**src/rtl/phase_freq_detector_pkg.sv**
```systemverilog
// Shared widths, FSM state encoding and small helpers for the DPLL phase/frequency detector.
package phase_freq_detector_pkg;

  localparam int unsigned N_BIT           = 16;
  localparam int unsigned TIMEOUT_DEFAULT = (1 << N_BIT) - 1;

  typedef enum logic [1:0] {
    IDLE  = 2'd0,
    LEAD1 = 2'd1,
    LEAD2 = 2'd2
  } pfd_state_e;

  // Increment that sticks at all-ones instead of wrapping.
  function automatic logic [N_BIT-1:0] sat_inc(input logic [N_BIT-1:0] v);
    return (v == '1) ? v : v + N_BIT'(1);
  endfunction

endpackage

```
**src/rtl/phase_freq_detector_edge_sync.sv**
```systemverilog
// Two-flop synchroniser plus history flop; emits a one-cycle pulse on each rising edge of din.
module phase_freq_detector_edge_sync
  import phase_freq_detector_pkg::*;
(
  input  logic clk,
  input  logic reset,
  input  logic din,
  output logic rise_c
);

  logic sync_1;
  logic sync_2;
  logic prev;

  always_ff @(posedge clk) begin
    if (reset) begin
      sync_1 <= 1'b0;
      sync_2 <= 1'b0;
      prev   <= 1'b0;
    end else begin
      sync_1 <= din;
      sync_2 <= sync_1;
      prev   <= sync_2;
    end
  end

  assign rise_c = sync_2 & ~prev;

endmodule

```
**src/rtl/phase_freq_detector.sv**
```systemverilog
// Phase/frequency detector: lead/lag between f_1 and f_2 edges and f_1 period, in clk cycles.
module phase_freq_detector
  import phase_freq_detector_pkg::*;
#(
  parameter int unsigned TIMEOUT = TIMEOUT_DEFAULT
) (
  input  logic             clk,
  input  logic             reset,
  input  logic             f_1,
  input  logic             f_2,
  output logic             first_second,
  output logic             timeout,
  output logic             ready,
  output logic [N_BIT-1:0] diff_1,
  output logic [N_BIT-1:0] diff_2,
  output logic [N_BIT-1:0] f_out
);

  localparam logic [N_BIT-1:0] TIMEOUT_W = N_BIT'(TIMEOUT);

  logic             r_1;
  logic             r_2;
  pfd_state_e       state;
  logic [N_BIT-1:0] cnt;
  logic [N_BIT-1:0] pcnt;
  logic             r_1_seen;

  phase_freq_detector_edge_sync u_sync_1 (
    .clk    (clk),
    .reset  (reset),
    .din    (f_1),
    .rise_c (r_1)
  );

  phase_freq_detector_edge_sync u_sync_2 (
    .clk    (clk),
    .reset  (reset),
    .din    (f_2),
    .rise_c (r_2)
  );

  // Lead/lag FSM; count starts at 1 on the leading edge so k-cycle spacing reads as k.
  always_ff @(posedge clk) begin
    if (reset) begin
      state        <= IDLE;
      cnt          <= '0;
      ready        <= 1'b0;
      timeout      <= 1'b0;
      first_second <= 1'b0;
      diff_1       <= '0;
      diff_2       <= '0;
    end else begin
      ready <= 1'b0;
      case (state)
        IDLE: begin
          if (r_1 && r_2) begin
            diff_1       <= '0;
            diff_2       <= '0;
            first_second <= 1'b0;
            ready        <= 1'b1;
            timeout      <= 1'b0;
          end else if (r_1) begin
            cnt   <= N_BIT'(1);
            state <= LEAD1;
          end else if (r_2) begin
            cnt   <= N_BIT'(1);
            state <= LEAD2;
          end
        end
        LEAD1: begin
          if (r_2) begin
            diff_1       <= cnt;
            diff_2       <= '0;
            first_second <= 1'b0;
            ready        <= 1'b1;
            timeout      <= 1'b0;
            state        <= IDLE;
          end else if (cnt == TIMEOUT_W) begin
            timeout <= 1'b1;
            state   <= IDLE;
          end else begin
            cnt <= cnt + N_BIT'(1);
          end
        end
        LEAD2: begin
          if (r_1) begin
            diff_2       <= cnt;
            diff_1       <= '0;
            first_second <= 1'b1;
            ready        <= 1'b1;
            timeout      <= 1'b0;
            state        <= IDLE;
          end else if (cnt == TIMEOUT_W) begin
            timeout <= 1'b1;
            state   <= IDLE;
          end else begin
            cnt <= cnt + N_BIT'(1);
          end
        end
        default: state <= IDLE;
      endcase
    end
  end

  // f_1 period counter; the first edge after reset only arms the measurement.
  always_ff @(posedge clk) begin
    if (reset) begin
      pcnt     <= '0;
      r_1_seen <= 1'b0;
      f_out    <= '0;
    end else if (r_1) begin
      if (r_1_seen) begin
        f_out <= pcnt;
      end
      pcnt     <= N_BIT'(1);
      r_1_seen <= 1'b1;
    end else begin
      pcnt <= sat_inc(pcnt);
    end
  end

endmodule

```
**config.mk**
```make
export PLATFORM = sky130hd
export DESIGN_NAME = phase_freq_detector
export DESIGN_NICKNAME = d
export VERILOG_FILES = /design/src/rtl/phase_freq_detector_pkg.sv /design/src/rtl/phase_freq_detector_edge_sync.sv /design/src/rtl/phase_freq_detector.sv
export SDC_FILE = /design/constraint.sdc
export NUM_CORES = 1
export LEC_CHECK = 0
export ABC_AREA = 1
export CORE_ASPECT_RATIO = 0.75
export CORE_MARGIN = 5
export CORE_UTILIZATION = 29
export CTS_BUF_LIST = sky130_fd_sc_hd__clkbuf_8
export CTS_CLUSTER_SIZE = 30
export DETAILED_ROUTE_END_ITERATION = 10
export HOLD_SLACK_MARGIN = 0.06
export PLACE_DENSITY = 0.52
export SYNTH_ARGS = -nofsm -noshare
export SYNTH_HDL_FRONTEND = slang
export SYNTH_HIERARCHICAL = 1
export SYNTH_SLANG_ARGS = --single-unit
```
**constraint.sdc**
```tcl
create_clock -name clk -period 3.7 [get_ports clk]
set_input_delay 0.74 -clock clk [delete_from_list [all_inputs] [get_ports clk]]
set_output_delay 0.74 -clock clk [all_outputs]
set_load 0.05 [all_outputs]
```
==> results of run 1 <==
## registers in the layout, indices dropped and copies added (netlist names)
name             count
f_out               16
u_sync_1/sync_2      1
u_sync_1/prev        1
u_sync_2/prev        1
first_second         1
u_sync_1/sync_1      1
cnt                 16
state                2
r_1_seen             1
u_sync_2/sync_2      1
u_sync_2/sync_1      1
ready                1
pcnt                16
timeout              1
diff_1              16
diff_2              16
## kinds of logic (layout without fill, tap and decap cells)
logic type,after synthesis,count (layout)
AOI/OAI and AO/OA,101,101
and+or+nand+nor,263,263
buffers and inverters,89,137
xor gates and xnor gates,4,4
adders and majority gates,6,6
DFF,92,92
## critical path, delay by kind of cell (launching register included)
kind	cells	cell delay (ns)
flip-flops	1	0.32
AND/OR/NAND/NOR	6	1.60
AO/OA/AOI/OAI	1	0.07
buffers and inverters	2	0.47
## routing by layer
layer,wire length [um],vias up
li1,-,1885
met1,5120,1603
met2,4110,68
met3,528,6
met4,116,0
met5,0,-
## power by group
group	total, mW	switching (mW)	internal, mW
Clock	0.643	0.347	0.296
Combinational	0.225	0.174	0.0506
Sequential	1.02	0.0130	1.00
Total	1.88	0.534	1.35
## area by class of cell
cell class	instances	area (um2)	share of cell area
inverters	66	250	0.0511
flip-flops and latches	92	1840	0.376
multi-input cells	374	1860	0.379
repair buffers	55	543	0.111
well taps	175	219	0.0447
clock inverters	4	22.5	0.00460
clock buffers	12	165	0.0337
## cell usage after synthesis (8+ instances only)
library cell	n	area share
nand4_1	11	0.017
inv_1	56	0.052
o21ai_0	25	0.031
a21oi_1	59	0.072
nor2_1	50	0.046
a31oi_1	9	0.014
nand2_2	8	0.012
nand3_1	54	0.066
dfxtp_1	92	0.45
nand2_1	117	0.11
clkbuf_1	10	0.0092
inv_2	8	0.0074
## cell usage in the layout, fill, tap and decap left out, drive strengths merged
cell           Yosys  routed
nand2            126     126
dfxtp             92      92
inv               65      65
a21oi             63      63
nand3             57      57
nor2              57      57
clkdlybuf4s50      0      53
o21ai             27      27
clkbuf            10      12
nand4             11      11
a31oi              9       9
nor3               8       8
ha                 6       6
xor2               4       4
clkinv             1       4
nor3b              2       2
o21bai             2       2
buf               13       2
and3               1       1
or2                1       1
clkinvlp           0       1
## worst max-delay path by stage
stage                               start                       to  depth (start not counted)
3_3_place_gp   u_sync_1/sync_2$_SDFF_PP0_  diff_1[13]$_SDFFE_PP0P_                          9
6_report       u_sync_1/sync_2$_SDFF_PP0_  diff_2[11]$_SDFFE_PP0P_                          9
2_1_floorplan                       reset    pcnt[10]$_SDFFE_PP0P_                          4
5_1_grt        u_sync_1/sync_2$_SDFF_PP0_   diff_1[3]$_SDFFE_PP0P_                          9
3_5_place_dp   u_sync_1/sync_2$_SDFF_PP0_  diff_1[11]$_SDFFE_PP0P_                          9
4_1_cts        u_sync_1/sync_2$_SDFF_PP0_  diff_1[11]$_SDFFE_PP0P_                          9
## through the flow
| step | cell area, um2 | power, mW | worst slack, ns | hold WS, ns | utilization |
|---|---|---|---|---|---|
| global route | 4900 | 1.98 | 0.789 | 0.432 | 0.356 |
| floorplan | 4080 | 1.23 | 2.07 | 0.388 | - |
| finish | 4900 | 1.88 | 1.10 | 0.406 | 0.356 |
| detailed placement | 4710 | 1.26 | 1.14 | 0.399 | 0.343 |
| global placement | 4710 | 1.26 | 1.22 | 0.393 | 0.343 |
| CTS | 4900 | 1.92 | 1.13 | 0.411 | 0.356 |
==> results.sh, run 1 <==
export IMPL_status="finished clean"
export IMPL_min_path_cells=2
export IMPL_n_fill_cell=1413
export IMPL_grt_pass1_vias=3373
export IMPL_leakagePower_nw=1.75
export IMPL_fin_cells=778
export IMPL_n_antenna_cell=0
export IMPL_rsz0062_at_grt="false"
export IMPL_ys_ff_latch=92
export IMPL_fin_crit_sh=0.703
export IMPL_cellPowerDensity_nw_per_um2=385
export IMPL_reg2regPathDepth=9
export IMPL_fin_nets=608
export IMPL_cts_clk_slew_worst_paths_ns=0.09
export IMPL_use_met3=0.0359
export IMPL_portBuffers=54
export IMPL_use_met1=0.173
export IMPL_die_y_um=113
export IMPL_synth_compound_area_frac=0.133
export IMPL_io_pins=55
export IMPL_cp_common_cell="nand2_1"
export IMPL_reg2reg_slack_ns=1.10
export IMPL_use_met2=0.176
export IMPL_hp_start="u_sync_2/sync_1$_SDFF_PP0_"
export IMPL_ys_flop_type="dfxtp_1"
export IMPL_worst_ep_required_time_ns=3.94
export IMPL_arrival_ns=2.84
export IMPL_finalSetupViolCount=0
export IMPL_wl_per_cell_um=12.7
export IMPL_tns_ns=0
export IMPL_postRouteAntennaNets=0
export IMPL_syn_nets=565
export IMPL_htreeDepth=3
export IMPL_syn2layout_area_growth_pct=20.2
export IMPL_min_path_type="reg -> reg"
export IMPL_grt_busiest_layer="met2"
export IMPL_ir_drop_uv=162
export IMPL_min_to="u_sync_2/sync_2$_SDFF_PP0_"
export IMPL_startpoint_type="flip-flop"
export IMPL_rr_startpoint="u_sync_1/sync_2$_SDFF_PP0_"
export IMPL_grtUsageTotal=0.122
export IMPL_dieArea_um2=16500
export IMPL_synthSimpleGateAreaFrac=0.296
export IMPL_cts_root_buf="clkbuf_8"
export IMPL_dp_cells=762
export IMPL_antenna_found_initial=0
export IMPL_async_flop_share=0
export IMPL_grt_pass1_wl_um=16500
export IMPL_cts_resized=0
export IMPL_yosysSeqAreaShare=0.452
export IMPL_clk_path_buf_depth=2
export IMPL_max_freq_mhz=385
export IMPL_finalHoldViolCount=0
export IMPL_synth_edf_count=0
export IMPL_drcViolationCount=0
export IMPL_slew_viol_final=0
export IMPL_finalWorstPathRequiredPeriod_ns=2.60
export IMPL_synthCells=555
export IMPL_clk_latency_ns=0.37
export IMPL_overflow=0
export IMPL_vias=3562
export IMPL_grt_max_degree=48
export IMPL_criticalPathCategory="reg -> reg"
export IMPL_avgViaCountPerCell=4.58
export IMPL_clock_skew_ns=0.00604
export IMPL_synth_xor_area_frac=0.00860
export IMPL_worst_pin_slew_ns=0.748
export IMPL_cts_sinks=92
export IMPL_cp_slowest_cell="nor2_4"
export IMPL_synth_cell_types=34
export IMPL_maxSlewHeadroom=0.501
export IMPL_gp_congestion=0.850
export IMPL_ys_warnings_count=6
export IMPL_path_cells="inv_1 > nor2_1 > nand2_1 > nand2_1 > nand2_1 > nor2_4 > inv_2 > nand2_1 > a21oi_1"
export IMPL_die_w_um=147
export IMPL_firstDrtPassIters=4
export IMPL_cp_end_kind="flip-flop"
export IMPL_synth_top_family_by_area="simple AND/OR/NAND/NOR gates"
export IMPL_critPathMaxStageDelay_ns=0.57
export IMPL_syn_avg_cell_area_um2=7.34
export IMPL_r2r_end="diff_2[11]$_SDFFE_PP0P_"
export IMPL_postCtsSetupRepairBufs=0
export IMPL_drt_wl_total_um=9870
export IMPL_cts_tree="yes"
export IMPL_synthAdderAreaFrac=0.0184
export IMPL_hpwl_um=7190
export IMPL_syn_area_um2=4080
export IMPL_start_util=0.296
export IMPL_drive_gt1_frac=0.0896
export IMPL_cts_made_buffers=9
export IMPL_maxCapViolations=0
export IMPL_muxShareOfSynthArea=0
export IMPL_cts_hold_buf=0
export IMPL_first_iter_violations=292
export IMPL_core_um2=13700
export IMPL_cp_max_fo=34
export IMPL_row_count=37
(Power assumes the default switching activity.)
==> run 2: changes to the inputs <==
==> constraint.sdc (replaced) <==
create_clock -name clk -period 2.45 [get_ports clk]
set_input_delay 0.49 -clock clk [delete_from_list [all_inputs] [get_ports clk]]
set_output_delay 0.49 -clock clk [all_outputs]
set_load 0.05 [all_outputs]
==> run 2 against run 1 <==
  * Die area unchanged
  * First-iteration DRC count down 9.9%
  * Global-route usage up 0.45 points
  * Clock skew up 0.0086 ns
  * Critical endpoint is now diff_1[8]
  * Total power up 61%
  * Core utilization up 0.69 points
  * Clock power up 79%
  * Sequential share of layout area down 0.72 points
==> results.sh, run 2 (synthesis gave the netlist of run 1 again) <==
export IMPL_postRouteAntennaNets=0
export IMPL_drcViolationCount=0
export IMPL_io_pins=55
export IMPL_slew_viol_final=0
export IMPL_finalWorstPathRequiredPeriod_ns=2.05
export IMPL_cts_clk_slew_worst_paths_ns=0.09
export IMPL_max_freq_mhz=488
export IMPL_cts_made_buffers=9
export IMPL_antenna_found_initial=0
export IMPL_grt_pass1_vias=3402
export IMPL_firstDrtPassIters=4
export IMPL_cp_slowest_cell="clkdlybuf4s50_1"
export IMPL_first_iter_violations=263
export IMPL_path_cells="clkdlybuf4s50_1"
export IMPL_worst_ep_required_time_ns=1.96
export IMPL_n_antenna_cell=0
export IMPL_overflow=0
export IMPL_tns_ns=0
export IMPL_cts_resized=0
export IMPL_htreeDepth=3
export IMPL_dpl_worst_slack_ns=0.533
export IMPL_fin_nets=616
export IMPL_min_path_cells=2
export IMPL_postCtsSetupRepairBufs=0
export IMPL_critPathMaxStageDelay_ns=0.82
export IMPL_drive_gt1_frac=0.101
export IMPL_fin_crit_sh=0.837
export IMPL_criticalPathCategory="reg -> out"
export IMPL_critPathBufInv=1
export IMPL_layout_commonest_cell="nand2_1"
export IMPL_cts_root_buf="clkbuf_8"
export IMPL_syn2layout_area_growth_pct=22.5
export IMPL_cts_hold_buf=0
export IMPL_avgViaCountPerCell=4.70
export IMPL_dieArea_um2=16500
export IMPL_path_depth=1
export IMPL_worst_pin_slew_ns=0.545
export IMPL_leakagePower_nw=1.80
export IMPL_status="finished clean"
export IMPL_clock_skew_ns=0.0146
export IMPL_n_fill_cell=1430
export IMPL_die_w_um=147
export IMPL_hold_worst_slack_ns=0.404
export IMPL_finalSetupViolCount=0
export IMPL_maxSlewHeadroom=0.637
export IMPL_clk_path_buf_depth=2
export IMPL_drt_wl_total_um=10100
export IMPL_wl_per_cell_um=12.9
export IMPL_crit_family="buffers and inverters"
export IMPL_grt_pass1_wl_um=17000
export IMPL_portBuffers=54
export IMPL_ir_drop_uv=247
export IMPL_grt_max_degree=51
export IMPL_clk_latency_ns=0.39
export IMPL_hpwl_um=7380
export IMPL_finalHoldViolCount=0
export IMPL_cp_max_fo=2
export IMPL_die_y_um=113
export IMPL_arrival_ns=1.56
export IMPL_startpoint_type="flip-flop"
export IMPL_worst_slack_ns=0.400
export IMPL_start_util=0.296
export IMPL_rsz0062_at_grt="false"
export IMPL_cts_sinks=92
export IMPL_layout_common_cells="117 x nand2_1, 92 x dfxtp_1, 59 x a21oi_1"
export IMPL_reg2regPathDepth=12
export IMPL_row_count=37
export IMPL_cp_end_kind="output pin"
export IMPL_min_path_type="reg -> reg"
export IMPL_core_um2=13700
export IMPL_maxCapViolations=0
export IMPL_grtUsageTotal=0.126
export IMPL_cellPowerDensity_nw_per_um2=608
export IMPL_cts_tree="yes"
export IMPL_gp_congestion=0.846
export IMPL_vias=3697
-- run 2: cell count changes in the layout (fill, tap and decap cells not counted) --
cell       previous run  this run
buf_4                 1         9
bufinv_16             0         2
clkbuf_8             12         9
clkinv_2              3         1
clkinv_4              0         1
inv_6                 0         2
-- run 2: metal layers --
layer / GRT usage / part of all wire
met1: 0.179 / 0.52
met5: 0 / 0
met2: 0.173 / 0.40
met3: 0.0468 / 0.065
met4: 0.0451 / 0.015
-- run 2: tightest hold or removal path: cells and delay by family, from the launching register on --
| family | cells | cell delay [ns] |
|---|---|---|
| buffers and inverters | 1 | 0.04 |
| and+or+nand+nor | 1 | 0.03 |
| DFF | 1 | 0.30 |
-- run 2: layout make-up --
cell class	count	area (um2)	share of cell area
multi-input cells	374	1860	0.372
flip-flops and latches	92	1840	0.369
repair buffers	63	603	0.121
inverters	66	250	0.0501
well taps	175	219	0.0438
clock buffers	9	124	0.0248
clock inverters	7	98.8	0.0198
-- run 2: worst paths after layout --
| check | from | endpoint | slack, ns |
|---|---|---|---|
| min | u_sync_1/sync_1$_SDFF_PP0_ | u_sync_1/sync_2$_SDFF_PP0_ | 0.40 |
| max | diff_1[8]$_SDFFE_PP0P_ | diff_1[8] | 0.40 |
| max reg2reg | u_sync_1/sync_2$_SDFF_PP0_ | cnt[12]$_SDFFE_PP0P_ | 0.53 |
| min reg2reg | u_sync_1/sync_1$_SDFF_PP0_ | u_sync_1/sync_2$_SDFF_PP0_ | 0.40 |
-- run 2: report_power, final --
part           switching [mW]  internal [mW]  total (mW)  leakage (nW)
Clock                   0.570          0.581        1.15         0.110
Combinational           0.265         0.0848       0.350         0.950
Sequential             0.0201           1.52        1.54         0.743
Total                   0.855           2.18        3.04          1.80
-- run 2: per-stage QoR --
step	utilization	cell area [um2]	power, mW	std cells
final	0.363	4990	3.04	786
after global routing	0.363	4990	3.18	786
after CTS	0.363	4990	3.09	786
after detailed placement	0.347	4770	1.92	770
after global placement	0.347	4770	1.92	770
after floorplan	-	4080	1.86	555
==> run 3: changes to the inputs <==
==> constraint.sdc (replaced) <==
create_clock -name clk -period 2.1 [get_ports clk]
set_input_delay 0.42 -clock clk [delete_from_list [all_inputs] [get_ports clk]]
set_output_delay 0.42 -clock clk [all_outputs]
set_load 0.05 [all_outputs]
==> run 3 against run 2 <==
  * Setup slack got worse by 0.26 ns
  * First-iteration DRC count decreased by 30%
  * Sequential share of layout area is 0.16 points lower
==> results.sh, run 3 (synthesis gave the netlist of run 1 again) <==
export IMPL_status="finished clean"
export IMPL_maxSlewHeadroom=0.646
export IMPL_wl_per_cell_um=12.6
export IMPL_cts_tree="yes"
export IMPL_cp_slowest_cell="clkdlybuf4s50_1"
export IMPL_worst_ep_required_time_ns=1.68
export IMPL_fin_nets=624
export IMPL_grt_pass1_wl_um=17100
export IMPL_p_switching_uw=935
export IMPL_hpwl_um=7290
export IMPL_clk_latency_ns=0.36
export IMPL_vias=3698
export IMPL_p_sw_frac=0.275
export IMPL_cellPowerDensity_nw_per_um2=677
export IMPL_dp_cells=774
export IMPL_cts_hold_buf=0
export IMPL_antenna_found_initial=0
export IMPL_overflow=0
export IMPL_drcViolationCount=0
export IMPL_cts_root_buf="clkbuf_8"
export IMPL_grtUsageTotal=0.125
export IMPL_clock_power_share=0.341
export IMPL_n_antenna_cell=0
export IMPL_path_cells="clkdlybuf4s50_1"
export IMPL_die_w_um=147
export IMPL_fin_crit_sh=0.933
export IMPL_gp_congestion=0.814
export IMPL_firstDrtPassIters=4
export IMPL_postRouteAntennaNets=0
export IMPL_layout_commonest_cell="nand2_1"
export IMPL_finalHoldViolCount=0
export IMPL_clock_skew_ns=0.00918
export IMPL_criticalPathCategory="reg -> out"
export IMPL_grt_pass1_vias=3475
export IMPL_critPathBufInv=1
export IMPL_worst_slack_ns=0.141
export IMPL_core_um2=13700
export IMPL_min_path_type="reg -> reg"
export IMPL_avgViaCountPerCell=4.66
export IMPL_crit_family="buffers and inverters"
export IMPL_clk_path_buf_depth=2
export IMPL_cp_end_kind="output pin"
export IMPL_syn2layout_area_growth_pct=23.2
export IMPL_io_pins=55
export IMPL_start_util=0.296
export IMPL_finalSetupViolCount=0
export IMPL_fin_util=0.365
export IMPL_slew_viol_final=0
export IMPL_startpoint_type="flip-flop"
export IMPL_n_fill_cell=1418
export IMPL_dpl_worst_slack_ns=0.161
export IMPL_cp_max_fo=2
export IMPL_arrival_ns=1.54
export IMPL_maxCapViolations=0
export IMPL_worst_pin_slew_ns=0.530
export IMPL_portBuffers=54
export IMPL_drive_gt1_frac=0.108
export IMPL_die_y_um=113
export IMPL_critPathMaxStageDelay_ns=0.81
export IMPL_fin_cells=793
export IMPL_seq_power_share=0.526
export IMPL_drt_wl_total_um=9990
export IMPL_cts_made_buffers=9
export IMPL_max_freq_mhz=510
export IMPL_first_iter_violations=183
export IMPL_rsz0062_at_grt="false"
export IMPL_internal_power_mw=2.46
export IMPL_cts_sinks=92
export IMPL_cts_clk_slew_worst_paths_ns=0.08
export IMPL_htreeDepth=3
export IMPL_finalWorstPathRequiredPeriod_ns=1.96
export IMPL_tns_ns=0
export IMPL_layout_common_cells="117 x nand2_1, 91 x dfxtp_1, 59 x inv_1, 59 x a21oi_1, 54 x nand3_1"
export IMPL_ir_drop_uv=251
export IMPL_power_frac_comb=0.133
export IMPL_dieArea_um2=16500
export IMPL_grt_max_degree=51
export IMPL_row_count=37
export IMPL_leakagePower_nw=1.84
## run 3: changes by cell type in the layout (fill, tap and decap cells not counted), sizes merged
| cell | previous run | this run |
|---|---|---|
| inv | 67 | 68 |
| clkinvlp | 1 | 0 |
| clkbuf | 9 | 10 |
| clkinv | 3 | 2 |
| buf | 10 | 18 |
| bufinv | 2 | 1 |
## run 3: path summary, 6_finish.rpt
kind	start	end	slack, ns	cells after the start
worst max register to register	state[1]$_SDFFE_PP0P_	cnt[12]$_SDFFE_PP0P_	0.26	12
worst max-delay path	diff_2[4]$_SDFFE_PP0P_	diff_2[4]	0.14	1
worst min-delay path	u_sync_1/sync_1$_SDFF_PP0_	u_sync_1/sync_2$_SDFF_PP0_	0.40	2
worst min register to register	u_sync_1/sync_1$_SDFF_PP0_	u_sync_1/sync_2$_SDFF_PP0_	0.40	2
## run 3: final cells by class
class	instances	area, um2	area share
Tap cell	175	219	0.0436
Sequential cell	92	1840	0.367
Timing Repair Buffer	71	663	0.132
Inverter	66	253	0.0504
Clock buffer	10	138	0.0274
Multi-Input combinational cell	374	1860	0.370
Clock inverter	5	46.3	0.00922
## run 3: layer usage
metal / GRT usage / wire, um
met5: 0 / 0
met4: 0.0338 / 121
met2: 0.181 / 4140
met3: 0.0456 / 533
met1: 0.175 / 5190
## run 3: repair_timing
item / CTS / global route
resized for setup: 0 / 3
setup buffers: 0 / 4
endpoints found under the setup margin: 0 / 42
## run 3: power groups by stage
| stage | clock [mW] | sequential [mW] | combinational [mW] |
|---|---|---|---|
| floorplan | 0 | 1.85 | 0.320 |
| global placement | 0 | 1.83 | 0.420 |
| detailed placement | 0 | 1.83 | 0.426 |
| CTS | 1.21 | 1.79 | 0.427 |
| global route | 1.29 | 1.79 | 0.505 |
| finish | 1.16 | 1.79 | 0.453 |
## run 3: per-stage QoR
stage	total power, mW	hold WS (ns)	area (um2)
2_1_floorplan	2.17	0.388	4080
3_3_place_gp	2.25	0.391	4800
3_5_place_dp	2.25	0.394	4800
4_1_cts	3.42	0.406	4980
5_1_grt	3.58	0.425	5020
6_report	3.40	0.404	5020
==> variant: new RTL, settings of run 1 <==
The package constant `N_BIT` goes from 16 to 15.
--- a/src/rtl/phase_freq_detector_pkg.sv
+++ b/src/rtl/phase_freq_detector_pkg.sv
@@ -2,5 +2,5 @@
 package phase_freq_detector_pkg;
 
-  localparam int unsigned N_BIT           = 16;
+  localparam int unsigned N_BIT           = 15;
   localparam int unsigned TIMEOUT_DEFAULT = (1 << N_BIT) - 1;
 
Interface: changed (resized diff_1, diff_2 and f_out); port bits go from 55 to 52. The function was not compared with the original's and may differ.
==> variant against run 1 <==
- final area fell by 5.2%
- wire length fell by 2.5%
- sequential cell count fell by 5
- clock power rose by 2%
- area after synthesis fell by 5.9%
- count of clock-buffer cells in the layout fell by 2
- setup slack improved by 0.29 ns
- total power fell by 2.8%
- sequential power fell by 6%
==> variant: results (changes against run 1) <==
[grt]
grt_pass1_wl_um=15800  ; -4.1%
met2_usage_pct=17.6  ; +0.076 points
use_met1_pct=19.6  ; +2.3 points
grtUsageMet3_pct=3.39  ; -0.20 points
grt_max_degree=51  ; +6.3%
grt_use_total_pct=12.9  ; +0.70 points

[drt]
wl_um=9620  ; -2.5%
drtIter0Drc=202  ; -31%
dr_wl_met2_um=3830  ; -6.8%
m1WireLength_um=5110  ; -0.14%
vias=3363  ; -5.6%
firstDrtPassIters=5  ; +1
dr_wl_met3_um=571  ; +8.1%

[synthesis]
synthTopCellsByArea=dfxtp_1 45%, nand2_1 13%, a21oi_1 7.8%
synthAdderAreaFrac_pct=1.96  ; +0.11 points
synth_compound_area_share_pct=13.1  ; -0.15 points
synth_xor_area_share_pct=1.14  ; +0.28 points
ys_seq_area_share_pct=45.4  ; +0.21 points
synth_fp_nets=539  ; -4.6%
synthTopCellsByCount=134 x nand2_1, 87 x dfxtp_1, 62 x inv_1
synth.distinct_cells=30  ; -12%

[finish]
drive_above_1_share_pct=6.09  ; -2.9 points
fillers=1366  ; -3.3%
layout.nets=581  ; -4.4%

[power_and_ir_drop]
leakagePower_nw=1.72  ; -2.0%
power.density_nw_per_um2=394  ; +2.5%
peakVddDrop_mv=0.158  ; -2.4%

[placement]
post-dp-hpwl_um=7120  ; -0.97%
port_buffers=51  ; -5.6%
gp_congestion=0.846  ; -0.52%

[critical_path]
slowest_stage=clkdlybuf4s50_1
path_max_fanout=2  ; -94%
slowest_delay_ns=0.83  ; +0.26 ns
arrival_ns=1.57  ; -1.27 ns
critical_path.top_delay_family=buffers and inverters

[cts]
clock_latency_ns=0.35  ; -0.02 ns

[timing]
skew_ns=0.0111  ; +0.00508 ns
worstMarginPinSlew_ns=0.750  ; +0.00225 ns

[outcome]
status=finished clean

[variant: changes by cell type after synthesis, moves of 5 or more]
cell and change:
nand2_1 +17, nand3_1 -11, inv_1 +6, inv_2 -6
dfxtp_1 -5, nand2_2 -5
[variant: cell type report]
type                    count  area share [%]
clock buffers              10            2.96
clock inverters             5            1.24
inverters                  66            5.39
multi-input cells         355            37.3
flip-flops and latches     87            37.5
well taps                 171            4.61
repair buffers             52            11.0
[variant: cells by family (layout without fill, tap and decap cells)]
kind of cell / Yosys count / in the layout
AO/OA/AOI/OAI: 94 / 94
XOR/XNOR: 5 / 5
adder cells (fa/ha/maj): 6 / 6
AND/OR/NAND/NOR: 250 / 250
flip-flops: 87 / 87
buffers and inverters: 87 / 133
[variant: where the power goes]
group | internal (mW) | total [mW] | leakage [nW] | switching, mW
registers | 0.950 | 0.961 | 0.703 | 0.0118
clock network | 0.328 | 0.655 | 0.103 | 0.327
logic | 0.0510 | 0.215 | 0.911 | 0.164
total | 1.33 | 1.83 | 1.72 | 0.502
[variant: path summary, 6_finish.rpt]
check                       start         endpoint  slack (ns)  cells after the start
hold reg to reg   u_sync_1/sync_1  u_sync_1/sync_2        0.40                      2
setup reg to reg  u_sync_1/sync_2           cnt[8]        1.44                     11
hold / removal    u_sync_1/sync_1  u_sync_1/sync_2        0.40                      2
setup / recovery       diff_2[12]       diff_2[12]        1.39                      1
[variant: metrics by stage]
step / total power, mW / hold WS, ns / setup slack (ns) / instances
after floorplan: 1.15 / 0.388 / 2.10 / 529
after global placement: 1.19 / 0.391 / 1.48 / 731
after detailed placement: 1.20 / 0.394 / 1.46 / 731
after CTS: 1.87 / 0.405 / 1.35 / 746
after global routing: 1.92 / 0.426 / 1.16 / 746
final: 1.83 / 0.405 / 1.39 / 746
